==> src/rtl/serial_responder.sv <==
// serial_responder: byte-command register file (16 x 8) answering one response byte per frame.
module serial_responder #(
  parameter int TIMEOUT = 65535
) (
  input  logic       clk,
  input  logic       rst,
  input  logic       rx_stb,
  input  logic [7:0] rx_dat,
  input  logic       rx_err,
  output logic       rx_rdy,
  output logic       tx_stb,
  output logic [7:0] tx_dat,
  input  logic       tx_rdy,
  output logic [7:0] ctl
);
  localparam int TW = $clog2(TIMEOUT + 1);
  localparam logic [TW-1:0] TMAX = TW'(TIMEOUT);
  typedef enum logic [1:0] {IDLE, DATA, RESP} state_t;
  state_t        r_state, w_next;
  logic [7:0]    r_regs [16];
  logic [3:0]    r_addr;
  logic [TW-1:0] r_timer;
  logic [7:0]    r_tx_dat, w_tx_dat;
  logic          w_acc, w_tmo, w_wr;
  assign rx_rdy = r_state != RESP;
  assign tx_stb = r_state == RESP;
  assign tx_dat = r_tx_dat;
  assign ctl    = r_regs[0];
  assign w_acc  = rx_stb & rx_rdy;
  assign w_tmo  = r_timer == TMAX;
  always_comb begin
    w_next   = r_state;
    w_tx_dat = r_tx_dat;
    w_wr     = 1'b0;
    case (r_state)
      IDLE: if (w_acc) begin
        if (rx_err || rx_dat[6:4] != 3'b000) begin
          w_next   = RESP;
          w_tx_dat = 8'hEE;
        end else if (rx_dat[7]) begin
          w_next = DATA;
        end else begin
          w_next   = RESP;
          w_tx_dat = r_regs[rx_dat[3:0]];
        end
      end
      // Timeout takes priority: a byte landing on the expiry cycle is dropped.
      DATA: if (w_tmo) begin
        w_next = IDLE;
      end else if (w_acc) begin
        w_next   = RESP;
        w_tx_dat = rx_err ? 8'hEE : 8'hAA;
        w_wr     = !rx_err;
      end
      RESP: if (tx_rdy) w_next = IDLE;
      default: w_next = IDLE;
    endcase
  end
  always_ff @(posedge clk or negedge rst) begin
    if (!rst) begin
      r_state  <= IDLE;
      r_tx_dat <= '0;
      r_addr   <= '0;
      r_timer  <= '0;
      for (int i = 0; i < 16; i++) r_regs[i] <= '0;
    end else begin
      r_state  <= w_next;
      r_tx_dat <= w_tx_dat;
      if (r_state == IDLE && w_acc) r_addr <= rx_dat[3:0];
      if (r_state != DATA) r_timer <= '0;
      else if (!w_acc && !w_tmo) r_timer <= r_timer + 1'b1;
      if (w_wr) r_regs[r_addr] <= rx_dat;
    end
  end
endmodule

==> config.mk <==
export PLATFORM = sky130hd
export DESIGN_NAME = serial_responder
export DESIGN_NICKNAME = d
export VERILOG_FILES = /design/src/rtl/serial_responder.sv
export SDC_FILE = /design/constraint.sdc
export NUM_CORES = 1
export LEC_CHECK = 0
export CORE_MARGIN = 2
export CORE_UTILIZATION = 60
export DETAILED_ROUTE_END_ITERATION = 6
export MAX_ROUTING_LAYER = met4
export PLACE_DENSITY = 0.88
export SETUP_SLACK_MARGIN = 0.05
export SLEW_MARGIN = 40
export SYNTH_ARGS = -nofsm -noshare
export SYNTH_HDL_FRONTEND = slang
export SYNTH_SLANG_ARGS = --single-unit
==> constraint.sdc <==
create_clock -name clk -period 2.4 [get_ports clk]
set_input_delay 0.24 -clock clk [delete_from_list [all_inputs] [get_ports clk]]
set_output_delay 0.24 -clock clk [all_outputs]
set_load 0.05 [all_outputs]
# --- After elaboration in Yosys (flattened, before gate mapping) ---
# Cells that the tools add are included.
totals:
  regBits: 158
  out_inout_bits: 18
  in_bits: 13
op_classes:
  n_bitwise: 3
  order_cmp: 3
  add_sub_neg: 1
  mux: 25
  n_reduce_logical: 13
  n_eq_ne: 11
ops:
  columns: ["op", "n"]
  rows:
  - ["$bwmux 128", 1]
  - ["$mux 8", 8]
  - ["$bmux 8 s4", 1]
  - ["$demux 8 s4", 1]
  - ["$mux 16", 2]
  - ["$add 16x1->16 const B", 1]
  - ["$eq 16x16->1 const B", 1]
  - ["$pmux 8 s2", 1]
  - ["$mux 2", 6]
  - ["$ge 5x5->1 const B", 2]
  - ["$not 4->5", 2]
  - ["$ne 2x2->1 const B", 4]
  - ["$mux 7", 1]
  - ["$ne 3x3->1 const B", 2]
  - ["$pmux 2 s3", 1]
  - ["$lt 5x1->1 const B", 1]
  - ["$reduce_and 5->1", 1]
  - ["$ne 2x1->1 const B", 2]
  - ["$reduce_bool 2->1", 2]
  - ["$logic_and 1x1->1", 3]
  - ["$logic_not 1->1", 3]
  - ["$mux 1", 3]
  - ["$reduce_and 3->1", 1]
  - ["$reduce_bool 3->1", 1]
  - ["5 further kinds", 5]

# --- Logic depth before layout (Yosys ltp) ---
depth:
  depth_word: 8
  depth_mapped: 8
  depth_no_buf: 5

# --- Least setup slack after synthesis ---
# Ideal clock, no wire load.
synth_timing:
  kind: "reg2reg"
  from: "reg r_state[0]"
  to: "reg r_timer[3]"
  stages_incl_launch_ff: 7
  synth_period_minus_slack_ns: 2.322
  arrival_ns: 2.244
  setup_slack_ns: 0.078
  path_buffers: 1
  t_required_ns: 2.322
  path_cell_list: "dfrtp_1 > buf_4 > nand2b_1 > inv_1 > nor2_1 > or4_1 > a21oi_1"
synth_between:
  elab_chain_len: 5
  word_cells_on_any_way: 7
synth_lines:
  columns: ["element", "line_no", "text"]
  rows:
  - ["start, declared", "19", "state_t r_state, w_next;"]
  - ["start signal, assigned", "67", "r_state <= w_next;"]
  - ["$ne 2x2->1", "25", "assign rx_rdy = r_state != RESP;"]
  - ["via rx_rdy", "10", "output logic rx_rdy,"]
  - ["$and 1x1->1", "29", "assign w_acc = rx_stb & rx_rdy;"]
  - ["$logic_not 1->1", "71", "else if (!w_acc && !w_tmo) r_timer <= r_timer + 1'b1;"]
  - ["$logic_and 1x1->1", "71", null]
  - ["$reduce_bool 2->1 (no line)", null, null]
  - ["end signal, assigned", "71", null]
  - ["end, declared", "22", "logic [TW-1:0] r_timer;"]
# The timed path passes the listed nets, and every way through them passes these cells.
# A chain may end at the register's enable or synchronous reset.

# --- Worst setup path in the final report ---
layout_timing:
  from: "reg r_state[1]"
  to: "reg r_regs[58] (netlist bit)"
layout_between:
  elab_chain_len: 5
  word_cells_on_any_way: 6
layout_lines:
  columns: ["element", "line_no", "text"]
  rows:
  - ["$ne 2x2->1", "25", null]
  - ["$and 1x1->1", "29", null]
  - ["$mux 1", "50", "end else if (w_acc) begin"]
  - ["$mux 1", "48", "DATA: if (w_tmo) begin"]
  - ["$mux 1 *", "35", "case (r_state)"]
  - ["end signal, assigned by index", "72", "if (w_wr) r_regs[r_addr] <= rx_dat;"]
  - ["end, declared", "20", "logic [7:0] r_regs [16];"]
# Every way passes the cells marked *; elsewhere a longest branch is shown, timed or not.

==> results.py <==
metrics = {
    "status": {
        "status": "finished clean",
    },
    "clock_network": {
        "cts_max_level": 4,
        "clock-sinks": 158,
        "cts_buffer_depth": 2,
        "cts.clk_slew.worst_paths_ns": 0.06,
        "post-cts-setup-buffers": 0,
        "cts_tree": "built",
        "cts_root_buf": "clkbuf_16",
        "clock_latency_ns": 0.42,
        "cts_buffers": 17,
    },
    "logic_synthesis": {
        "synth-seq-cells": 158,
        "synthCells": 547,
        "synth_fp_nets": 561,
        "synthArstFlopShare_pct": 100,
        "syn_avg_cell_area_sq_um": 14.3,
        "synth_edf_count": 0,
        "synth.yosys.seq_area_share_pct": 50.5,
        "syn-cell-area_sq_um": 7820,
        "synth_top_area_share_pct": 50.5,
        "yosysUniqueCellTypes": 52,
        "yosys.area.top_type": "dfrtp_1",
        "synth_ff_type": "dfrtp_1",
        "ys_top_cells_by_area": "dfrtp_1, mux2_2, mux4_2",
        "yosys_warnings": 0,
    },
    "floorplanning": {
        "die_w_um": 118,
        "pin_count": 31,
        "fp-row-count": 41,
        "core_area_sq_um": 12700,
        "die_area_sq_um": 14000,
        "start_util_pct": 61.7,
        "die_h_um": 118,
    },
    "power_and_ir_drop": {
        "p_per_area_nw_per_um2": 657,
        "p_leak_uw": 0.00404,
        "peakVddDrop_mv": 0.511,
    },
    "setup_path": {
        "crit_path_max_fanout": 8,
        "slowest_delay_ns": 0.57,
        "worst_ep_required_time_ns": 2.71,
        "cp_cell_sequence": "or3b_4 > nor4_1 > nand3_4 > mux2_2",
        "crit_type": "register to register",
        "cp-end-kind": "register",
        "start_kind": "register",
        "critical_path_buf_inv_count": 0,
        "cp_top_family": "simple AND/OR/NAND/NOR gates",
        "crit_arrival_ns": 2.60,
        "crit_slowest_cell": "nor4_1",
    },
    "sta": {
        "finalMaxSlewViolations": 0,
        "fmax_mhz": 436,
        "finalSetupTns_ns": 0,
        "rsz0062_at_grt": "no",
        "worstMarginPinSlew_ns": 0.646,
        "fin_skew_ns": 0.00549,
        "relSlewSlack_pct": 56.6,
        "finalCritPeriodShare_pct": 95.5,
        "holdWs_ns": 0.333,
        "hold_viol": 0,
        "setup_viol": 0,
        "finalWorstPathRequiredPeriod_ns": 2.29,
    },
    "place": {
        "gp_congestion": 0.879,
        "placed_area_sq_um": 8340,
        "io_buffer_count": 30,
        "hpwl_mm": 12.1,
        "dp_cells": 731,
    },
    "route": {
        "viasPerCell": 6.69,
        "first_pass_iters": 6,
        "drtIter0Drc": 597,
        "route.detailed.drc": 0,
        "wire_per_inst_um": 25.2,
        "vias": 5106,
        "drt.antenna.violating_nets": 0,
        "wl_mm": 19.2,
    },
    "final_layout": {
        "layout-drive-gt1-share_pct": 42.1,
        "fin_nets": 593,
        "fill_cells": 804,
        "final_cell_area_sq_um": 8940,
        "fin_cells": 763,
        "syn_to_final_growth_pct": 14.3,
        "diodes": 0,
    },
    "global_routing": {
        "grt_pass1_vias": 5471,
        "overflow": 0,
        "antenna_found_initial": 0,
        "track_usage_pct": 30.0,
        "grt_pass1_wl_mm": 30.6,
        "grt_max_degree": 67,
    },
    "hold_path": {
        "hold_path.class": "input port to async pin",
    },
    "job": {
        "drv_cap": 0,
    },
}
==> power breakdown <==
| part | leakage (uW) | total [uW] | internal (uW) | switching (uW) |
|---|---|---|---|---|
| Combinational | 0.00160 | 480 | 170 | 309 |
| Clock | 0.000276 | 2610 | 1550 | 1070 |
| Sequential | 0.00217 | 2780 | 2710 | 69.2 |
| Total | 0.00404 | 5870 | 4430 | 1450 |
==> through the flow <==
stage | utilization (%) | worst slack, ns | total power [uW]
global placement | 65.7 | 0.0685 | 3270
CTS | 70.3 | 0.0742 | 5880
finish | 70.6 | 0.108 | 5870
floorplan | - | 0.0779 | 3090
detailed placement | 65.8 | -0.0510 | 3290
global route | 70.6 | 0.0918 | 6050
==> flip-flops by register name, indices dropped and copies added (netlist names) <==
register,cells
ctl,8
r_addr,4
r_regs,120
r_state,2
r_timer,16
tx_dat,8
==> layout make-up <==
| cell class | instances | area [sq um] | share of cell area (%) |
|---|---|---|---|
| clock buffer | 20 | 447 | 5.00 |
| multi-input combinational | 336 | 3620 | 40.5 |
| inverter | 9 | 33.8 | 0.378 |
| timing repair buffer | 57 | 548 | 6.13 |
| clock inverter | 11 | 118 | 1.32 |
| tap | 172 | 215 | 2.41 |
| sequential | 158 | 3950 | 44.2 |
==> cell families after synthesis <==
family / Yosys count / share of synthesized area [%]
buffers and inverters: 53 / 3.55
multiplexers: 169 / 29.6
AO/OA/AOI/OAI: 53 / 4.67
flip-flops: 158 / 50.5
adder cells (fa/ha/maj): 1 / 0.160
AND/OR/NAND/NOR: 113 / 11.5
==> Yosys cell counts, drive strengths merged (2+ instances only) <==
cell,count
dfrtp,158
mux2,132
mux4,34
buf,25
clkbuf,19
nand4,18
nand3,14
a21oi,12
nand2,12
or4,10
inv,9
nor2,9
o31ai,9
nor2b,8
nor4,8
a211oi,7
nand2b,7
nor3,5
nor3b,5
o22ai,5
and4,4
o21ai,4
mux2i,3
o41ai,3
a211o,2
a22o,2
a22oi,2
and2,2
and3,2
o21a,2
o311ai,2
or2,2
or3,2
==> worst register-to-register path, cell delays in order (launching register included) <==
cell and delay, ns:
dfrtp_1 0.46, or3b_4 0.47, nor4_1 0.57, nand3_4 0.32, mux2_2 0.36
==> per-layer routing <==
metal	track usage (%)	share of wire [%]	wire, um	vias to the layer above
li1	-	-	-	2158
met1	37.2	38	7270	2634
met2	47.3	51	9730	254
met3	7.72	8.1	1550	60
met4	12.6	3.4	654	0
met5	-	0	0	-
==> layout by cell type (no fill, tap or decap), types with 3 or more instances in the layout <==
master / synthesis / final
nor2b_1: 8 / 8
clkinv_2: 0 / 5
mux4_2: 34 / 34
nor3_1: 5 / 4
nand3_1: 11 / 11
a211oi_1: 7 / 7
nor3b_1: 3 / 3
nand2b_1: 7 / 7
o21ai_0: 3 / 3
nand4_4: 12 / 12
inv_1: 9 / 9
buf_4: 10 / 22
o41ai_1: 3 / 3
nand2_1: 12 / 12
nand3_4: 0 / 3
nor2_1: 9 / 9
clkbuf_16: 0 / 17
o31ai_1: 9 / 9
nor4_1: 8 / 7
and4_1: 3 / 3
dfrtp_1: 158 / 158
mux2_2: 124 / 124
or4_1: 10 / 10
a21oi_1: 12 / 12
mux2_4: 8 / 8
mux2i_1: 3 / 3
o22ai_1: 5 / 5
nand4_1: 5 / 5
buf_12: 0 / 4
clkdlybuf4s50_1: 0 / 25
==> worst paths after layout <==
path	endpoint	cells after the start	slack (ns)	start
setup / recovery	r_regs[58]	4	0.11	r_state[1]
min in group clk	r_regs[114]	2	0.46	rx_dat[2]
max in group asynchronous	r_addr[0]	3	1.34	rst
hold reg to reg	r_regs[70]	1	0.50	r_regs[70]
setup reg to reg	r_regs[58]	4	0.11	r_state[1]
hold / removal	r_regs[29]	2	0.33	rst
==> timing repair <==
action,in CTS,in global routing
endpoints found under the setup margin,1,21
gates cloned,0,0
resized for setup,1,4
hold buffers,1,0
endpoints found under the hold margin,47,0
(Power assumes the default switching activity.)
